<file path="src/rtl/serv_sleep_pkg.sv">
// Shared definitions for the sleep/wakeup responder: state encoding,
// default settle delay and delay-counter sizing.
package serv_sleep_pkg;

  typedef enum logic [1:0] {
    RUN   = 2'd0,
    DRAIN = 2'd1,
    SLEEP = 2'd2,
    WAKE  = 2'd3
  } state_t;

  localparam int unsigned WAKE_DELAY_DEFAULT = 4;

  // Width of a down-counter that must hold d-1; never narrower than one bit.
  function automatic int unsigned dly_width(input int unsigned d);
    return (d > 1) ? $clog2(d) : 1;
  endfunction

endpackage

</file>
<file path="src/rtl/serv_sat_cnt.sv">
// Saturating up-counter with synchronous clear; clear wins over enable.
module serv_sat_cnt #(
  parameter int unsigned W = 8
) (
  input  logic         clk,
  input  logic         rst,
  input  logic         clr,
  input  logic         en,
  output logic [W-1:0] cnt
);

  always_ff @(posedge clk or posedge rst) begin
    if (rst) begin
      cnt <= '0;
    end else if (clr) begin
      cnt <= '0;
    end else if (en && (cnt != '1)) begin
      cnt <= cnt + 1'b1;
    end
  end

endmodule

</file>
<file path="src/rtl/serv_sleep_ctrl.sv">
// Always-on sleep responder: drains the buses, gates the core clock while
// asleep and restarts the core after a settle delay with a wake_ack pulse.
module serv_sleep_ctrl
  import serv_sleep_pkg::*;
#(
  parameter int unsigned WAKE_DELAY = WAKE_DELAY_DEFAULT,
  parameter int unsigned CNT_W      = 32
) (
  input  logic             clk,
  input  logic             i_rst,
  input  logic             i_sleep_req,
  input  logic             i_wakeup_req,
  input  logic             i_ibus_busy,
  input  logic             i_dbus_busy,
  output logic             o_clk_en,
  output logic             o_sleeping,
  output logic             o_wake_ack,
  output logic [CNT_W-1:0] o_sleep_cycles
);

  localparam int unsigned DLY_W      = dly_width(WAKE_DELAY);
  localparam int unsigned DLY_LOAD_I = (WAKE_DELAY == 0) ? 0 : WAKE_DELAY - 1;
  localparam logic [DLY_W-1:0] DLY_LOAD = DLY_LOAD_I[DLY_W-1:0];

  state_t           state;
  state_t           state_nxt;
  logic             ack;
  logic             ack_nxt;
  logic [DLY_W-1:0] dly;
  logic             cnt_clr;
  logic             cnt_en;

  always_ff @(posedge clk or posedge i_rst) begin
    if (i_rst) begin
      state <= RUN;
      ack   <= 1'b0;
      dly   <= '0;
    end else begin
      state <= state_nxt;
      ack   <= ack_nxt;
      if ((state == SLEEP) && (state_nxt == WAKE)) begin
        dly <= DLY_LOAD;
      end else if ((state == WAKE) && (dly != '0)) begin
        dly <= dly - 1'b1;
      end
    end
  end

  // ack_nxt marks every entry into RUN, plus the WFI-as-NOP case in RUN.
  always_comb begin
    state_nxt = state;
    ack_nxt   = 1'b0;
    case (state)
      RUN: begin
        if (i_sleep_req) begin
          if (i_wakeup_req) begin
            ack_nxt = 1'b1;
          end else begin
            state_nxt = DRAIN;
          end
        end
      end
      DRAIN: begin
        if (i_wakeup_req) begin
          state_nxt = RUN;
          ack_nxt   = 1'b1;
        end else if (!i_ibus_busy && !i_dbus_busy) begin
          state_nxt = SLEEP;
        end
      end
      SLEEP: begin
        if (i_wakeup_req) begin
          if (WAKE_DELAY == 0) begin
            state_nxt = RUN;
            ack_nxt   = 1'b1;
          end else begin
            state_nxt = WAKE;
          end
        end
      end
      WAKE: begin
        if (dly == '0) begin
          state_nxt = RUN;
          ack_nxt   = 1'b1;
        end
      end
      default: begin
        state_nxt = RUN;
      end
    endcase
  end

  always_comb begin
    o_clk_en   = (state == RUN) || (state == DRAIN);
    o_sleeping = (state == SLEEP) || (state == WAKE);
    o_wake_ack = ack;
  end

  assign cnt_clr = (state == DRAIN) && (state_nxt == SLEEP);
  assign cnt_en  = (state == SLEEP);

  serv_sat_cnt #(
    .W (CNT_W)
  ) u_sleep_cnt (
    .clk (clk),
    .rst (i_rst),
    .clr (cnt_clr),
    .en  (cnt_en),
    .cnt (o_sleep_cycles)
  );

endmodule

</file>
<file path="config.mk">
export PLATFORM = sky130hd
export DESIGN_NAME = serv_sleep_ctrl
export DESIGN_NICKNAME = d
export VERILOG_FILES = /design/src/rtl/serv_sleep_pkg.sv /design/src/rtl/serv_sat_cnt.sv /design/src/rtl/serv_sleep_ctrl.sv
export SDC_FILE = /design/constraint.sdc
export NUM_CORES = 1
export LEC_CHECK = 0
export ABC_AREA = 1
export ABC_CLOCK_PERIOD_IN_PS = 2860
export BUFFER_PORTS_ARGS = -buffer_cell sky130_fd_sc_hd__buf_2
export CAP_MARGIN = 30
export CORE_ASPECT_RATIO = 1.5
export CORE_MARGIN = 1.5
export CORE_UTILIZATION = 61
export DETAILED_ROUTE_END_ITERATION = 6
export PLACE_DENSITY = 0.85
export SYNTH_ARGS = -nofsm -noshare
export SYNTH_HDL_FRONTEND = slang
export SYNTH_HIERARCHICAL = 1
export SYNTH_SLANG_ARGS = --single-unit
</file>
<file path="constraint.sdc">
create_clock -name clk -period 2.86 [get_ports clk]
set_clock_uncertainty 0.2 [all_clocks]
set_input_delay 0.429 -clock clk [delete_from_list [all_inputs] [get_ports clk]]
set_output_delay 0.429 -clock clk [all_outputs]
set_load 0.1 [all_outputs]
</file>
---- Word-level counts from Yosys, hierarchy flattened ----
Cells that the tools add are included.
word-level totals
  output and inout port bits .............. 35
  logic and storage cells ................. 41
  bits in registers ....................... 37
  RAM bits ................................ 0
  memories kept ........................... 0
  bits in latches ......................... 0
  bits of input ports ..................... 6
  memory bits (read-only) ................. 0
operators by class
  shift operators ......................... 0
  equal/unequal tests ..................... 6
  order comparisons ....................... 0
  muxes and demuxes ....................... 15
  reduce and logical (&&, ||, !) cells .... 14
  multipliers ............................. 0
  div/mod/pow operators ................... 0
  add/sub/neg operators ................... 2
  bitwise operators ....................... 0
operator list
  cell                                                                    number
  32-bit 2-to-1 mux                                                       2
  32-bit by 1-bit adder with 32-bit output (second input constant)        1
  32-bit inequality test (second input constant)                          1
  2-bit 2-to-1 mux                                                        8
  2-bit equality test (second input constant)                             4
  2-bit case mux with 4 select lines                                      1
  2-bit nonzero test                                                      3
  1-bit logical AND                                                       5
  2-bit logical NOT                                                       2
  1-bit 2-to-1 mux                                                        3
  1-bit case mux with 3 select lines                                      1
  2-bit by 1-bit equality test with 1-bit output (second input constant)  1
  1-bit logical NOT                                                       2
  1-bit logical OR                                                        2
  2-bit by 1-bit subtractor with 2-bit output (second input constant)     1

---- Longest topological paths before layout ----
Gate-level depths: netlist of the first run.
  word-level depth ........................ 8
  gate-level depth with buffers ........... 12
  gate-level depth less buffers ........... 11

---- Hierarchy ----
The synthesis of the first run kept the hierarchy.
by module, submodules not included
  module           instances  cells each  area an instance (µm²)  sequential area each (µm²)
  serv_sat_cnt     1          360         2274.7                  800.8
  serv_sleep_ctrl  1          42          300.3                   125.1

---- Worst setup path before layout of the first run ----
OpenSTA, ideal clock, no wires.
  path kind ............................... register to register
  start point ............................. reg u_sleep_cnt.cnt[1]
  end point ............................... reg u_sleep_cnt.cnt[13]
  data arrival time ....................... 2.348 ns
  buffers on the path ..................... 2
  slack ................................... 0.189 ns
  required time ........................... 2.537 ns
  period minus slack after synthesis ...... 2.671 ns
  cell stages (with the launch flop) ...... 13
  library setup time ...................... 0.123 ns
  cells stage by stage .................... dfrtp_1 -> ha_1 -> nand2_1 -> nor2_2 -> nand2_4 -> nor2_8 -> nand2_4 -> nand2_4 -> nand2_4 -> buf_6 -> buf_8 -> nand2_1 -> nand2_1
on the way
  word-level cells in the longest chain between the ends .. 3
  elaborated cells between the ends (all ways) .. 6
  those cells by class .................... 1 x add/sub; 1 x eq/ne; 2 x mux; 2 x reduce/logical
RTL lines
  element                                                                             RTL line                                RTL
  start: declaration                                                                  serv_sat_cnt.sv:9                       output logic [W-1:0] cnt
  start signal: assignment                                                            serv_sat_cnt.sv:18                      cnt <= cnt + 1'b1;
  32-bit by 1-bit adder with 32-bit output or 32-bit inequality test (tied branches)  serv_sat_cnt.sv:18, serv_sat_cnt.sv:17
  32-bit 2-to-1 mux or 1-bit logical AND (tied branches)                              serv_sat_cnt.sv:17                      end else if (en && (cnt != '1)) begin
  32-bit 2-to-1 mux or 2-bit nonzero test (tied branches)                             --
Several ways; a longest one is shown, not always the timed one. The select of a mux whose other input is x is not followed.
A chain may end at the register's enable or synchronous reset.

---- Worst setup path after layout of the first run ----
  start point ............................. reg u_sleep_cnt.cnt[1]
  end point ............................... reg u_sleep_cnt.cnt[14]
The elaborated chain is that of the path after synthesis.

==> flow_results.xml, run 1 <==
<?xml version="1.0" encoding="UTF-8"?>
<metrics>
  <group name="synth">
    <metric name="synth_xor_area_share" unit="%">1.36</metric>
    <metric name="synth_top_area_share" unit="%">36.0</metric>
    <metric name="synth_area_leader_cell" unit="">sky130_fd_sc_hd__dfrtp_1</metric>
    <metric name="synth_area" unit="um2">2570</metric>
    <metric name="synth-edff-count" unit="">0</metric>
    <metric name="synth-compound-area-share" unit="%">5.30</metric>
    <metric name="netlist_top_cells_area" unit="">sky130_fd_sc_hd__dfrtp_1 36%, sky130_fd_sc_hd__nand2_1 22%, sky130_fd_sc_hd__nor2_1 8.3%, sky130_fd_sc_hd__nand3_1 7.0%, sky130_fd_sc_hd__inv_1 6.4%</metric>
    <metric name="synth_cell_types" unit="">30</metric>
    <metric name="syn_nets" unit="">410</metric>
    <metric name="ys.warnings.count" unit="">6</metric>
    <metric name="synth_area_per_cell" unit="um2">6.41</metric>
    <metric name="synthesis_stage_register_bit_count" unit="">37</metric>
    <metric name="dominantRegCellSynth" unit="">sky130_fd_sc_hd__dfrtp_1</metric>
    <metric name="syn-instance-count" unit="">402</metric>
    <metric name="synth_fa_ha_area_share" unit="%">0.972</metric>
    <metric name="synth-async-reset-ratio" unit="%">100</metric>
    <metric name="dominant_combinational_cell_family_by_area_after_synthesis" unit="">simple AND/OR/NAND/NOR gates</metric>
    <metric name="yosysSeqAreaShare" unit="%">36.0</metric>
    <metric name="area_share_of_and_or_nand_nor_cells_after_synthesis" unit="%">46.9</metric>
    <metric name="synthMuxAreaShare" unit="%">0</metric>
  </group>
  <group name="run_status">
    <metric name="status" unit="">finished clean</metric>
  </group>
  <group name="die">
    <metric name="die_height" unit="um">82.6</metric>
    <metric name="num_io_pins" unit="">41</metric>
    <metric name="placeableCoreArea" unit="um2">3990</metric>
    <metric name="floorplan.rows" unit="">28</metric>
    <metric name="initial_core_util" unit="%">64.5</metric>
    <metric name="die_span_x" unit="um">56.1</metric>
    <metric name="die-area" unit="um2">4630</metric>
  </group>
  <group name="power_and_ir_drop">
    <metric name="power.ir.vdd_worst" unit="mV">0.895</metric>
    <metric name="power.leakage" unit="uW">0.00154</metric>
    <metric name="power_density" unit="nW/um2">732</metric>
  </group>
  <group name="detailed_routing">
    <metric name="drt_first_iter_violations" unit="">235</metric>
    <metric name="detailroute.via_count" unit="">2695</metric>
    <metric name="vias_per_cell" unit="">5.50</metric>
    <metric name="routed_wl" unit="um">6360</metric>
    <metric name="detailedRoute.firstPassIterationCount" unit="">5</metric>
    <metric name="drt.antenna.violating_nets" unit="">0</metric>
    <metric name="post_drt_wl_per_cell" unit="um">13.0</metric>
    <metric name="post-route-drc-count" unit="">0</metric>
  </group>
  <group name="cts">
    <metric name="clkLatencyLatePin" unit="ns">0.29</metric>
    <metric name="htreeDepth" unit="">2</metric>
    <metric name="clk_path_buf_depth" unit="">2</metric>
    <metric name="clock-root-buffer" unit="">sky130_fd_sc_hd__clkbuf_8</metric>
    <metric name="tritoncts.num_buffers" unit="">5</metric>
    <metric name="tritoncts" unit="">built</metric>
    <metric name="cts_sink_cnt" unit="">37</metric>
    <metric name="clkSlewWorstSetupHoldPaths" unit="ns">0.07</metric>
    <metric name="cts.repair_timing.setup_buffer_count" unit="">0</metric>
  </group>
  <group name="timing">
    <metric name="worst_slew_margin_rel" unit="%">61.3</metric>
    <metric name="timing_max_transition_violations_final" unit="">0</metric>
    <metric name="setup_viol" unit="">0</metric>
    <metric name="max_freq" unit="MHz">439</metric>
    <metric name="finalHoldViolCount" unit="">0</metric>
    <metric name="setup-tns-final" unit="ns">0</metric>
    <metric name="finalCriticalPeriod" unit="ns">2.28</metric>
    <metric name="grt_setup_unrepaired" unit="">no</metric>
    <metric name="max_slew.worst_pin.slew" unit="ns">0.580</metric>
    <metric name="layout_worst_path_cycle_share" unit="%">79.6</metric>
  </group>
  <group name="final_layout">
    <metric name="layout-drive-gt1-share" unit="%">16.0</metric>
    <metric name="final_common_cell" unit="">sky130_fd_sc_hd__nand2_1</metric>
    <metric name="n_fill_cell" unit="">353</metric>
    <metric name="stdcell_area" unit="um2">2890</metric>
    <metric name="design.final.nets" unit="">452</metric>
    <metric name="most-common-layout-cells" unit="">150 x sky130_fd_sc_hd__nand2_1, 57 x sky130_fd_sc_hd__nor2_1, 44 x sky130_fd_sc_hd__inv_1, 40 x sky130_fd_sc_hd__buf_2, 37 x sky130_fd_sc_hd__dfrtp_1</metric>
    <metric name="area_growth_syn_to_layout" unit="%">12.1</metric>
    <metric name="insertedDiodeCount" unit="">0</metric>
  </group>
  <group name="worst_setup_path">
    <metric name="crit_path_frequent_cell" unit="">sky130_fd_sc_hd__nand2_4</metric>
    <metric name="cp_endpoint_kind" unit="">flop</metric>
    <metric name="max_stage_delay" unit="ns">0.39</metric>
    <metric name="startpoint_type" unit="">flop</metric>
    <metric name="largest_delay_share_family_worst_path" unit="">simple AND/OR/NAND/NOR gates</metric>
    <metric name="required" unit="ns">2.89</metric>
    <metric name="worst-endpoint-arrival" unit="ns">2.31</metric>
    <metric name="cp_cell_sequence" unit="">ha_1 &gt; nand2_1 &gt; nor2_2 &gt; nand2_4 &gt; nor2_8 &gt; nand2_4 &gt; nand2_4 &gt; nand2_4 &gt; inv_2 &gt; nand2_1 &gt; nand2_1</metric>
    <metric name="slowest_stage" unit="">sky130_fd_sc_hd__dfrtp_1</metric>
    <metric name="path_max_fanout" unit="">21</metric>
    <metric name="timing.critical_path.buf_inv" unit="">1</metric>
    <metric name="worst_path_class_setup" unit="">reg -&gt; reg</metric>
  </group>
  <group name="grt">
    <metric name="number_of_antenna_violations_at_the_first_check_in_global_routing" unit="">0</metric>
    <metric name="global_route.overflow_total" unit="">0</metric>
    <metric name="grt_pass1_wl" unit="um">10600</metric>
    <metric name="first_global_vias" unit="">2398</metric>
    <metric name="maximum_number_of_pins_on_one_net_before_global_route_repair" unit="">33</metric>
    <metric name="groute.usage.overall" unit="%">29.2</metric>
  </group>
  <group name="min_path">
    <metric name="hp-class" unit="">in -&gt; reg</metric>
  </group>
  <group name="place">
    <metric name="buffer_ports.inserted" unit="">40</metric>
    <metric name="place.gp.congestion" unit="">0.869</metric>
    <metric name="post-dp-hpwl" unit="um">4600</metric>
    <metric name="placedInstanceArea" unit="um2">2800</metric>
  </group>
  <group name="run">
    <metric name="max_cap_violations" unit="">0</metric>
  </group>
</metrics>
## cell type report
| type | instances | area, um2 | area share (%) |
|---|---|---|---|
| Clock buffer | 8 | 80.1 | 2.77 |
| Inverter | 50 | 188 | 6.50 |
| Multi-Input combinational cell | 306 | 1410 | 48.7 |
| Sequential cell | 37 | 926 | 32.1 |
| Tap cell | 45 | 56.3 | 1.95 |
| Timing Repair Buffer | 44 | 233 | 8.06 |
## registers in the layout (all words and copies together) (netlist names)
signal / cells
dly: 2
u_sleep_cnt/cnt: 32
o_wake_ack: 1
state: 2
## tightest hold or removal path: stages
cell	delay, ns
sky130_fd_sc_hd__buf_2	0.09
sky130_fd_sc_hd__nand3_1	0.09
sky130_fd_sc_hd__nand3_2	0.08
## synthesized netlist by cell type, types with 3 or more instances
master / instances
sky130_fd_sc_hd__nand2_1: 150
sky130_fd_sc_hd__nor2_1: 57
sky130_fd_sc_hd__inv_1: 44
sky130_fd_sc_hd__dfrtp_1: 37
sky130_fd_sc_hd__nand3_1: 36
sky130_fd_sc_hd__o21ai_0: 13
sky130_fd_sc_hd__nand4_1: 12
sky130_fd_sc_hd__clkbuf_1: 4
sky130_fd_sc_hd__inv_2: 4
sky130_fd_sc_hd__nand2_4: 4
sky130_fd_sc_hd__nor2_2: 4
sky130_fd_sc_hd__a21oi_1: 3
sky130_fd_sc_hd__buf_2: 3
sky130_fd_sc_hd__nand2_2: 3
sky130_fd_sc_hd__o21ai_1: 3
sky130_fd_sc_hd__o21ai_2: 3
sky130_fd_sc_hd__xor2_1: 3
## final timing paths
check,startpoint,to,slack [ns],depth (start not counted)
max in group asynchronous,i_rst,u_sleep_cnt/cnt[12]$_DFFE_PP0P_,1.59,4
max,u_sleep_cnt/cnt[1]$_DFFE_PP0P_,u_sleep_cnt/cnt[14]$_DFFE_PP0P_,0.58,11
min in group asynchronous,i_rst,state[1]$_DFF_PP0_,0.38,3
max reg2reg,u_sleep_cnt/cnt[1]$_DFFE_PP0P_,u_sleep_cnt/cnt[14]$_DFFE_PP0P_,0.58,11
min reg2reg,dly[1]$_DFFE_PP0P_,dly[1]$_DFFE_PP0P_,0.31,2
min,i_sleep_req,state[0]$_DFF_PP0_,0.22,3
## kinds of logic after synthesis
family	after synthesis
xor+xnor	4
buf+inv	59
compound gates	24
simple gates	276
fa+ha+maj	2
flops	37
## repair_timing
action | 4_1_cts | 5_1_grt
hold endpoints to repair | 5 | 0
endpoints found under the setup margin | 0 | 0
hold buffers | 1 | 0
gates resized for setup | 0 | 0
## routing by layer
metal | routed length [um] | up-vias | track usage, %
li1 | - | 1338 | -
met1 | 2600 | 1235 | 35.4
met2 | 3200 | 106 | 50.8
met3 | 406 | 16 | 4.67
met4 | 154 | 0 | 14.0
met5 | 0 | - | 0
## power by group
group	switching, uW	total (uW)	internal (uW)
sequential	106	717	612
clock	182	356	173
combinational	856	1040	185
total	1140	2110	970
## stage by stage
step           utilization (%)  total power (uW)  hold slack [ns]  std cells  setup slack (ns)
2_1_floorplan                -              1610          0.00752        402             0.189
3_3_place_gp              70.1              1740            0.149        481             0.683
3_5_place_dp              70.1              1760            0.155        481             0.594
4_1_cts                   72.3              2130            0.208        490             0.591
5_1_grt                   72.3              2230            0.221        490             0.399
6_report                  72.3              2110            0.216        490             0.583
No activity file was read; power rests on OpenSTA's default activity.
==> inputs of run 2 (changes only) <==
ABC_CLOCK_PERIOD_IN_PS = 1900   (was 2860)
CORE_UTILIZATION = 51   (was 61)
PLACE_DENSITY = 0.76   (was 0.85)
clock period = 1.9 ns   (was 2.86 ns; I/O delays follow)
==> flow_results.xml, run 2 (synthesis results as in run 1) <==
<?xml version="1.0" encoding="UTF-8"?>
<metrics>
  <group name="worst_setup_path">
    <metric name="worst-r2r-cell-count" unit="">10</metric>
    <metric name="cp_endpoint_kind" unit="">flop</metric>
    <metric name="startpoint_type" unit="">flop</metric>
    <metric name="worst_path_class_setup" unit="">reg -&gt; reg</metric>
    <metric name="path_max_fanout" unit="">6</metric>
    <metric name="required" unit="ns">1.89</metric>
    <metric name="slack_of_the_worst_reg_to_reg_path" unit="ns">0.03</metric>
    <metric name="worst-endpoint-arrival" unit="ns">1.86</metric>
  </group>
  <group name="final_layout">
    <metric name="largest-register" unit="">u_sleep_cnt/cnt</metric>
    <metric name="final_common_cell" unit="">sky130_fd_sc_hd__nand2_1</metric>
    <metric name="area_growth_syn_to_layout" unit="%">35.6</metric>
    <metric name="most-common-layout-cells" unit="">129 x sky130_fd_sc_hd__nand2_1, 52 x sky130_fd_sc_hd__nor2_1, 44 x sky130_fd_sc_hd__inv_1, 40 x sky130_fd_sc_hd__buf_2, 37 x sky130_fd_sc_hd__buf_4</metric>
    <metric name="stdcell_area" unit="um2">3490</metric>
    <metric name="insertedDiodeCount" unit="">0</metric>
    <metric name="layout-drive-gt1-share" unit="%">35.8</metric>
    <metric name="largest_reg_flops" unit="">32</metric>
    <metric name="design.final.nets" unit="">490</metric>
    <metric name="layoutNonFillerInstCount" unit="">549</metric>
    <metric name="reg.largest.list" unit="">u_sleep_cnt/cnt (32), dly (2), state (2)</metric>
  </group>
  <group name="cts">
    <metric name="htreeDepth" unit="">2</metric>
    <metric name="clock-root-buffer" unit="">sky130_fd_sc_hd__clkbuf_8</metric>
    <metric name="tritoncts.num_buffers" unit="">5</metric>
    <metric name="clkLatencyLatePin" unit="ns">0.29</metric>
    <metric name="cts_sink_cnt" unit="">37</metric>
    <metric name="clkSlewWorstSetupHoldPaths" unit="ns">0.08</metric>
    <metric name="clk_path_buf_depth" unit="">2</metric>
    <metric name="tritoncts" unit="">built</metric>
  </group>
  <group name="die">
    <metric name="placeableCoreArea" unit="um2">4850</metric>
    <metric name="die-area" unit="um2">5490</metric>
    <metric name="initial_core_util" unit="%">53.1</metric>
    <metric name="floorplan.rows" unit="">31</metric>
    <metric name="num_io_pins" unit="">41</metric>
    <metric name="die_height" unit="um">90.0</metric>
    <metric name="die_span_x" unit="um">61.0</metric>
  </group>
  <group name="grt">
    <metric name="maximum_number_of_pins_on_one_net_before_global_route_repair" unit="">33</metric>
    <metric name="number_of_antenna_violations_at_the_first_check_in_global_routing" unit="">0</metric>
    <metric name="grt_pass1_wl" unit="um">12000</metric>
    <metric name="global_route.overflow_total" unit="">0</metric>
    <metric name="groute.usage.overall" unit="%">28.2</metric>
    <metric name="first_global_vias" unit="">2672</metric>
  </group>
  <group name="place">
    <metric name="buffer_ports.inserted" unit="">40</metric>
    <metric name="post-dp-hpwl" unit="um">5410</metric>
    <metric name="placedInstanceArea" unit="um2">3180</metric>
    <metric name="place.gp.congestion" unit="">0.959</metric>
    <metric name="detailedPlace.worstSlack" unit="ns">-0.0527</metric>
    <metric name="count_of_placed_standard_cells_including_taps" unit="">532</metric>
  </group>
  <group name="min_path">
    <metric name="hp-class" unit="">in -&gt; reg</metric>
    <metric name="hold_path_depth" unit="">3</metric>
  </group>
  <group name="timing">
    <metric name="setup_viol" unit="">0</metric>
    <metric name="max_slew.worst_pin.slew" unit="ns">0.501</metric>
    <metric name="final_worst_path_setup_slack" unit="ns">0.0274</metric>
    <metric name="worst_slew_margin_rel" unit="%">66.9</metric>
    <metric name="finalCriticalPeriod" unit="ns">1.87</metric>
    <metric name="grt_setup_unrepaired" unit="">yes</metric>
    <metric name="timing_max_transition_violations_final" unit="">0</metric>
    <metric name="finalHoldViolCount" unit="">0</metric>
    <metric name="final_hold_slack" unit="ns">0.0694</metric>
    <metric name="layout_worst_path_cycle_share" unit="%">98.6</metric>
    <metric name="max_freq" unit="MHz">534</metric>
  </group>
  <group name="power_and_ir_drop">
    <metric name="power_density" unit="nW/um2">1080</metric>
    <metric name="power.leakage" unit="uW">0.00175</metric>
    <metric name="power.ir.vdd_worst" unit="mV">0.938</metric>
  </group>
  <group name="detailed_routing">
    <metric name="post-route-drc-count" unit="">0</metric>
    <metric name="detailroute.via_count" unit="">2951</metric>
    <metric name="post_drt_wl_per_cell" unit="um">14.6</metric>
    <metric name="drt.antenna.violating_nets" unit="">0</metric>
    <metric name="vias_per_cell" unit="">5.38</metric>
    <metric name="detailedRoute.firstPassIterationCount" unit="">5</metric>
    <metric name="drt_first_iter_violations" unit="">236</metric>
    <metric name="routed_wl" unit="um">8010</metric>
  </group>
  <group name="run_status">
    <metric name="status" unit="">finished clean</metric>
  </group>
  <group name="run">
    <metric name="max_cap_violations" unit="">0</metric>
  </group>
</metrics>
==> run 2: cell types whose count changed in the layout (fill, tap and decap cells not counted), sizes merged <==
cell	previous run	this run
clkinv	2	3
clkbuf	8	9
buf	43	79
==> run 2: worst paths after layout <==
kind	from	endpoint
worst max-delay path	u_sleep_cnt/cnt[0]$_DFFE_PP0P_	u_sleep_cnt/cnt[8]$_DFFE_PP0P_
worst min-delay path	i_sleep_req	o_wake_ack$_DFF_PP0_
worst max register to register	u_sleep_cnt/cnt[0]$_DFFE_PP0P_	u_sleep_cnt/cnt[8]$_DFFE_PP0P_
worst min register to register	dly[1]$_DFFE_PP0P_	dly[1]$_DFFE_PP0P_
max in group asynchronous	i_rst	u_sleep_cnt/cnt[13]$_DFFE_PP0P_
min in group asynchronous	i_rst	dly[0]$_DFFE_PP0P_
==> run 2: worst max-delay path: stages (launching register included) <==
cell,delay (ns)
sky130_fd_sc_hd__dfrtp_4,0.44
sky130_fd_sc_hd__ha_4,0.16
sky130_fd_sc_hd__nand2_4,0.05
sky130_fd_sc_hd__nor2_4,0.12
sky130_fd_sc_hd__nand2_4,0.10
sky130_fd_sc_hd__buf_4,0.15
sky130_fd_sc_hd__buf_4,0.13
sky130_fd_sc_hd__o21ai_0,0.19
sky130_fd_sc_hd__a21oi_1,0.09
sky130_fd_sc_hd__nand2_2,0.08
sky130_fd_sc_hd__o21ai_2,0.04
==> run 2: power by group <==
group          total, uW  internal, uW  switching [uW]
clock                629           328             301
combinational       2060           558            1500
sequential          1100           961             135
==> run 2: cell type report <==
class	count	area [um2]
Fill cell	388	1360
Sequential cell	37	996
Inverter	50	198
Timing Repair Buffer	82	578
Multi-Input combinational cell	306	1540
Clock inverter	1	5.00
Clock buffer	7	96.3
Tap cell	66	82.6
==> run 2: timing repair <==
| action | 4_1_cts | 5_1_grt |
|---|---|---|
| setup endpoints to repair | 3 | 28 |
| cloned | 0 | 3 |
| pin swaps | 0 | 20 |
| hold buffers | 1 | 0 |
| endpoints found under the hold margin | 37 | 0 |
| setup buffers | 0 | 5 |
| gates resized for setup | 1 | 40 |
==> run 2: per-stage QoR <==
step | total power (uW) | TNS, ns | util (%)
2_1_floorplan | 2530 | -5.11 | -
3_5_place_dp | 2920 | -0.0567 | 65.5
3_3_place_gp | 2880 | -0.0392 | 65.5
4_1_cts | 3550 | 0 | 67.9
6_report | 3790 | 0 | 72.0
5_1_grt | 3950 | -0.536 | 72.0
==> run 2: metal layers <==
layer	wire, um	vias up	track usage (%)
li1	-	1409	-
met5	0	-	0
met2	4300	146	49.6
met3	474	27	3.02
met4	223	0	10.3
met1	3010	1369	33.6
==> inputs of run 3 (changes only) <==
SETUP_SLACK_MARGIN = 0.2   (was not set)
==> flow_results.xml, run 3 (synthesis results as in run 1) <==
<?xml version="1.0" encoding="UTF-8"?>
<metrics>
  <group name="worst_setup_path">
    <metric name="max_stage_delay" unit="ns">0.44</metric>
    <metric name="largest_delay_share_family_worst_path" unit="">simple AND/OR/NAND/NOR gates</metric>
    <metric name="worst-endpoint-arrival" unit="ns">1.80</metric>
    <metric name="timing.critical_path.buf_inv" unit="">1</metric>
    <metric name="cp_cell_sequence" unit="">ha_4 &gt; nand2_4 &gt; nor2_4 &gt; nand2_4 &gt; nor2_8 &gt; nand2_4 &gt; nand2_4 &gt; nand2_4 &gt; buf_12 &gt; nand2_1 &gt; o21ai_1</metric>
    <metric name="required" unit="ns">1.88</metric>
    <metric name="slowest_stage" unit="">sky130_fd_sc_hd__dfrtp_4</metric>
    <metric name="worst_path_class_setup" unit="">reg -&gt; reg</metric>
    <metric name="crit_path_frequent_cell" unit="">sky130_fd_sc_hd__nand2_4</metric>
    <metric name="crit_cells" unit="">11</metric>
    <metric name="worst-r2r-cell-count" unit="">11</metric>
    <metric name="path_max_fanout" unit="">15</metric>
    <metric name="startpoint_type" unit="">flop</metric>
    <metric name="cp_endpoint_kind" unit="">flop</metric>
  </group>
  <group name="die">
    <metric name="die-area" unit="um2">5490</metric>
    <metric name="num_io_pins" unit="">41</metric>
    <metric name="placeableCoreArea" unit="um2">4850</metric>
    <metric name="die_span_x" unit="um">61.0</metric>
    <metric name="die_height" unit="um">90.0</metric>
    <metric name="floorplan.rows" unit="">31</metric>
    <metric name="initial_core_util" unit="%">53.1</metric>
  </group>
  <group name="cts">
    <metric name="clk_path_buf_depth" unit="">2</metric>
    <metric name="tritoncts" unit="">built</metric>
    <metric name="cts_sink_cnt" unit="">37</metric>
    <metric name="clkSlewWorstSetupHoldPaths" unit="ns">0.08</metric>
    <metric name="tritoncts.num_buffers" unit="">5</metric>
    <metric name="clkLatencyLatePin" unit="ns">0.30</metric>
    <metric name="clock-root-buffer" unit="">sky130_fd_sc_hd__clkbuf_8</metric>
    <metric name="htreeDepth" unit="">2</metric>
  </group>
  <group name="final_layout">
    <metric name="n_fill_cell" unit="">375</metric>
    <metric name="final_common_cell" unit="">sky130_fd_sc_hd__nand2_1</metric>
    <metric name="area_growth_syn_to_layout" unit="%">38.9</metric>
    <metric name="most-common-layout-cells" unit="">141 x sky130_fd_sc_hd__nand2_1, 53 x sky130_fd_sc_hd__buf_4, 43 x sky130_fd_sc_hd__inv_1, 40 x sky130_fd_sc_hd__nor2_1, 34 x sky130_fd_sc_hd__nand3_1</metric>
    <metric name="multi_input_comb_area" unit="um2">1560</metric>
    <metric name="largest_reg_flops" unit="">32</metric>
    <metric name="design.final.nets" unit="">493</metric>
    <metric name="reg.largest.list" unit="">u_sleep_cnt/cnt (32), dly (2), state (2)</metric>
    <metric name="stdcell_area" unit="um2">3580</metric>
    <metric name="layout-drive-gt1-share" unit="%">37.0</metric>
    <metric name="largest-register" unit="">u_sleep_cnt/cnt</metric>
    <metric name="area_used_by_sequential_logic_in_the_layout" unit="um2">1010</metric>
    <metric name="insertedDiodeCount" unit="">0</metric>
  </group>
  <group name="detailed_routing">
    <metric name="met1_length" unit="um">2960</metric>
    <metric name="drt.antenna.violating_nets" unit="">0</metric>
    <metric name="post_drt_wl_per_cell" unit="um">14.0</metric>
    <metric name="detailedRoute.firstPassIterationCount" unit="">5</metric>
    <metric name="routed_wl" unit="um">7710</metric>
    <metric name="detailroute.via_count" unit="">2930</metric>
    <metric name="met3RoutedLength" unit="um">462</metric>
    <metric name="post-route-drc-count" unit="">0</metric>
    <metric name="vias_per_cell" unit="">5.31</metric>
    <metric name="drt_first_iter_violations" unit="">329</metric>
    <metric name="length_of_routed_met2_wiring" unit="um">3870</metric>
    <metric name="maxUsedRoutingLayer" unit="">met4</metric>
  </group>
  <group name="place">
    <metric name="post-dp-hpwl" unit="um">5230</metric>
    <metric name="place.gp.congestion" unit="">0.913</metric>
    <metric name="detailedPlace.worstSlack" unit="ns">0.0281</metric>
    <metric name="placedInstanceArea" unit="um2">3180</metric>
    <metric name="buffer_ports.inserted" unit="">40</metric>
  </group>
  <group name="timing">
    <metric name="final_hold_slack" unit="ns">0.0617</metric>
    <metric name="worst_slew_margin_rel" unit="%">67.9</metric>
    <metric name="finalHoldViolCount" unit="">0</metric>
    <metric name="layout_worst_path_cycle_share" unit="%">95.5</metric>
    <metric name="finalCriticalPeriod" unit="ns">1.82</metric>
    <metric name="final_worst_path_setup_slack" unit="ns">0.0848</metric>
    <metric name="max_slew.worst_pin.slew" unit="ns">0.485</metric>
    <metric name="grt_setup_unrepaired" unit="">yes</metric>
    <metric name="max_freq" unit="MHz">551</metric>
    <metric name="setup_viol" unit="">0</metric>
    <metric name="timing_max_transition_violations_final" unit="">0</metric>
  </group>
  <group name="power_and_ir_drop">
    <metric name="power.leakage" unit="uW">0.00177</metric>
    <metric name="power_density" unit="nW/um2">1060</metric>
    <metric name="power.ir.vdd_worst" unit="mV">1.18</metric>
  </group>
  <group name="grt">
    <metric name="first_global_vias" unit="">2717</metric>
    <metric name="groute.usage.overall" unit="%">29.7</metric>
    <metric name="maximum_number_of_pins_on_one_net_before_global_route_repair" unit="">33</metric>
    <metric name="number_of_antenna_violations_at_the_first_check_in_global_routing" unit="">0</metric>
    <metric name="global_route.overflow_total" unit="">0</metric>
    <metric name="grt_pass1_wl" unit="um">12500</metric>
  </group>
  <group name="run">
    <metric name="max_cap_violations" unit="">0</metric>
  </group>
  <group name="run_status">
    <metric name="status" unit="">finished clean</metric>
  </group>
  <group name="min_path">
    <metric name="hp-class" unit="">in -&gt; reg</metric>
    <metric name="hold_path_depth" unit="">3</metric>
  </group>
</metrics>
==> run 3: per-stage QoR <==
| step | utilization [%] | setup TNS, ns | power [uW] | std cells |
|---|---|---|---|---|
| after global placement | 65.5 | 0 | 2890 | 528 |
| after floorplan | - | -4.87 | 2550 | 402 |
| after detailed placement | 65.5 | 0 | 2930 | 528 |
| after global routing | 73.8 | 0 | 3970 | 552 |
| final | 73.8 | 0 | 3790 | 552 |
| after CTS | 71.9 | 0 | 3750 | 549 |
==> run 3: path summary, 6_finish.rpt <==
kind / startpoint / to / slack, ns
max: u_sleep_cnt/cnt[0]$_DFFE_PP0P_ / u_sleep_cnt/cnt[12]$_DFFE_PP0P_ / 0.08
min: i_sleep_req / state[0]$_DFF_PP0_ / 0.06
max reg2reg: u_sleep_cnt/cnt[0]$_DFFE_PP0P_ / u_sleep_cnt/cnt[12]$_DFFE_PP0P_ / 0.08
min reg2reg: dly[1]$_DFFE_PP0P_ / dly[1]$_DFFE_PP0P_ / 0.30
max in group asynchronous: i_rst / u_sleep_cnt/cnt[2]$_DFFE_PP0P_ / 0.72
min in group asynchronous: i_rst / dly[0]$_DFFE_PP0P_ / 0.23
==> run 3: timing repair <==
action | CTS | global route
hold buffers | 1 | 0
hold endpoints to repair | 37 | 0
endpoints found under the setup margin | 44 | 36
cloned | 2 | 0
setup buffers | 10 | 3
pin swaps | 8 | 9
resized for setup | 36 | 29
==> run 3: tightest hold or removal path, stage by stage <==
cell	delay (ns)
sky130_fd_sc_hd__buf_2	0.09
sky130_fd_sc_hd__nand3_1	0.08
sky130_fd_sc_hd__nand3_2	0.07
==> run 3: layout make-up <==
| class | instances | area share, % |
|---|---|---|
| clock buffers | 7 | 2.69 |
| clock inverters | 1 | 0.140 |
| inverters | 50 | 5.46 |
| multi-input cells | 306 | 43.5 |
| flip-flops and latches | 37 | 28.3 |
| well taps | 66 | 2.31 |
| repair buffers | 85 | 17.6 |
==> run 3: per-layer routing <==
| metal | global-route usage (%) | vias up |
|---|---|---|
| met4 | 15.0 | 0 |
| met5 | 0 | - |
| met3 | 4.46 | 40 |
| met2 | 48.1 | 140 |
| li1 | - | 1423 |
| met1 | 36.9 | 1327 |
==> run 3: power by group <==
part / internal [uW] / switching (uW)
Clock: 328 / 304
Combinational: 577 / 1480
Sequential: 968 / 129
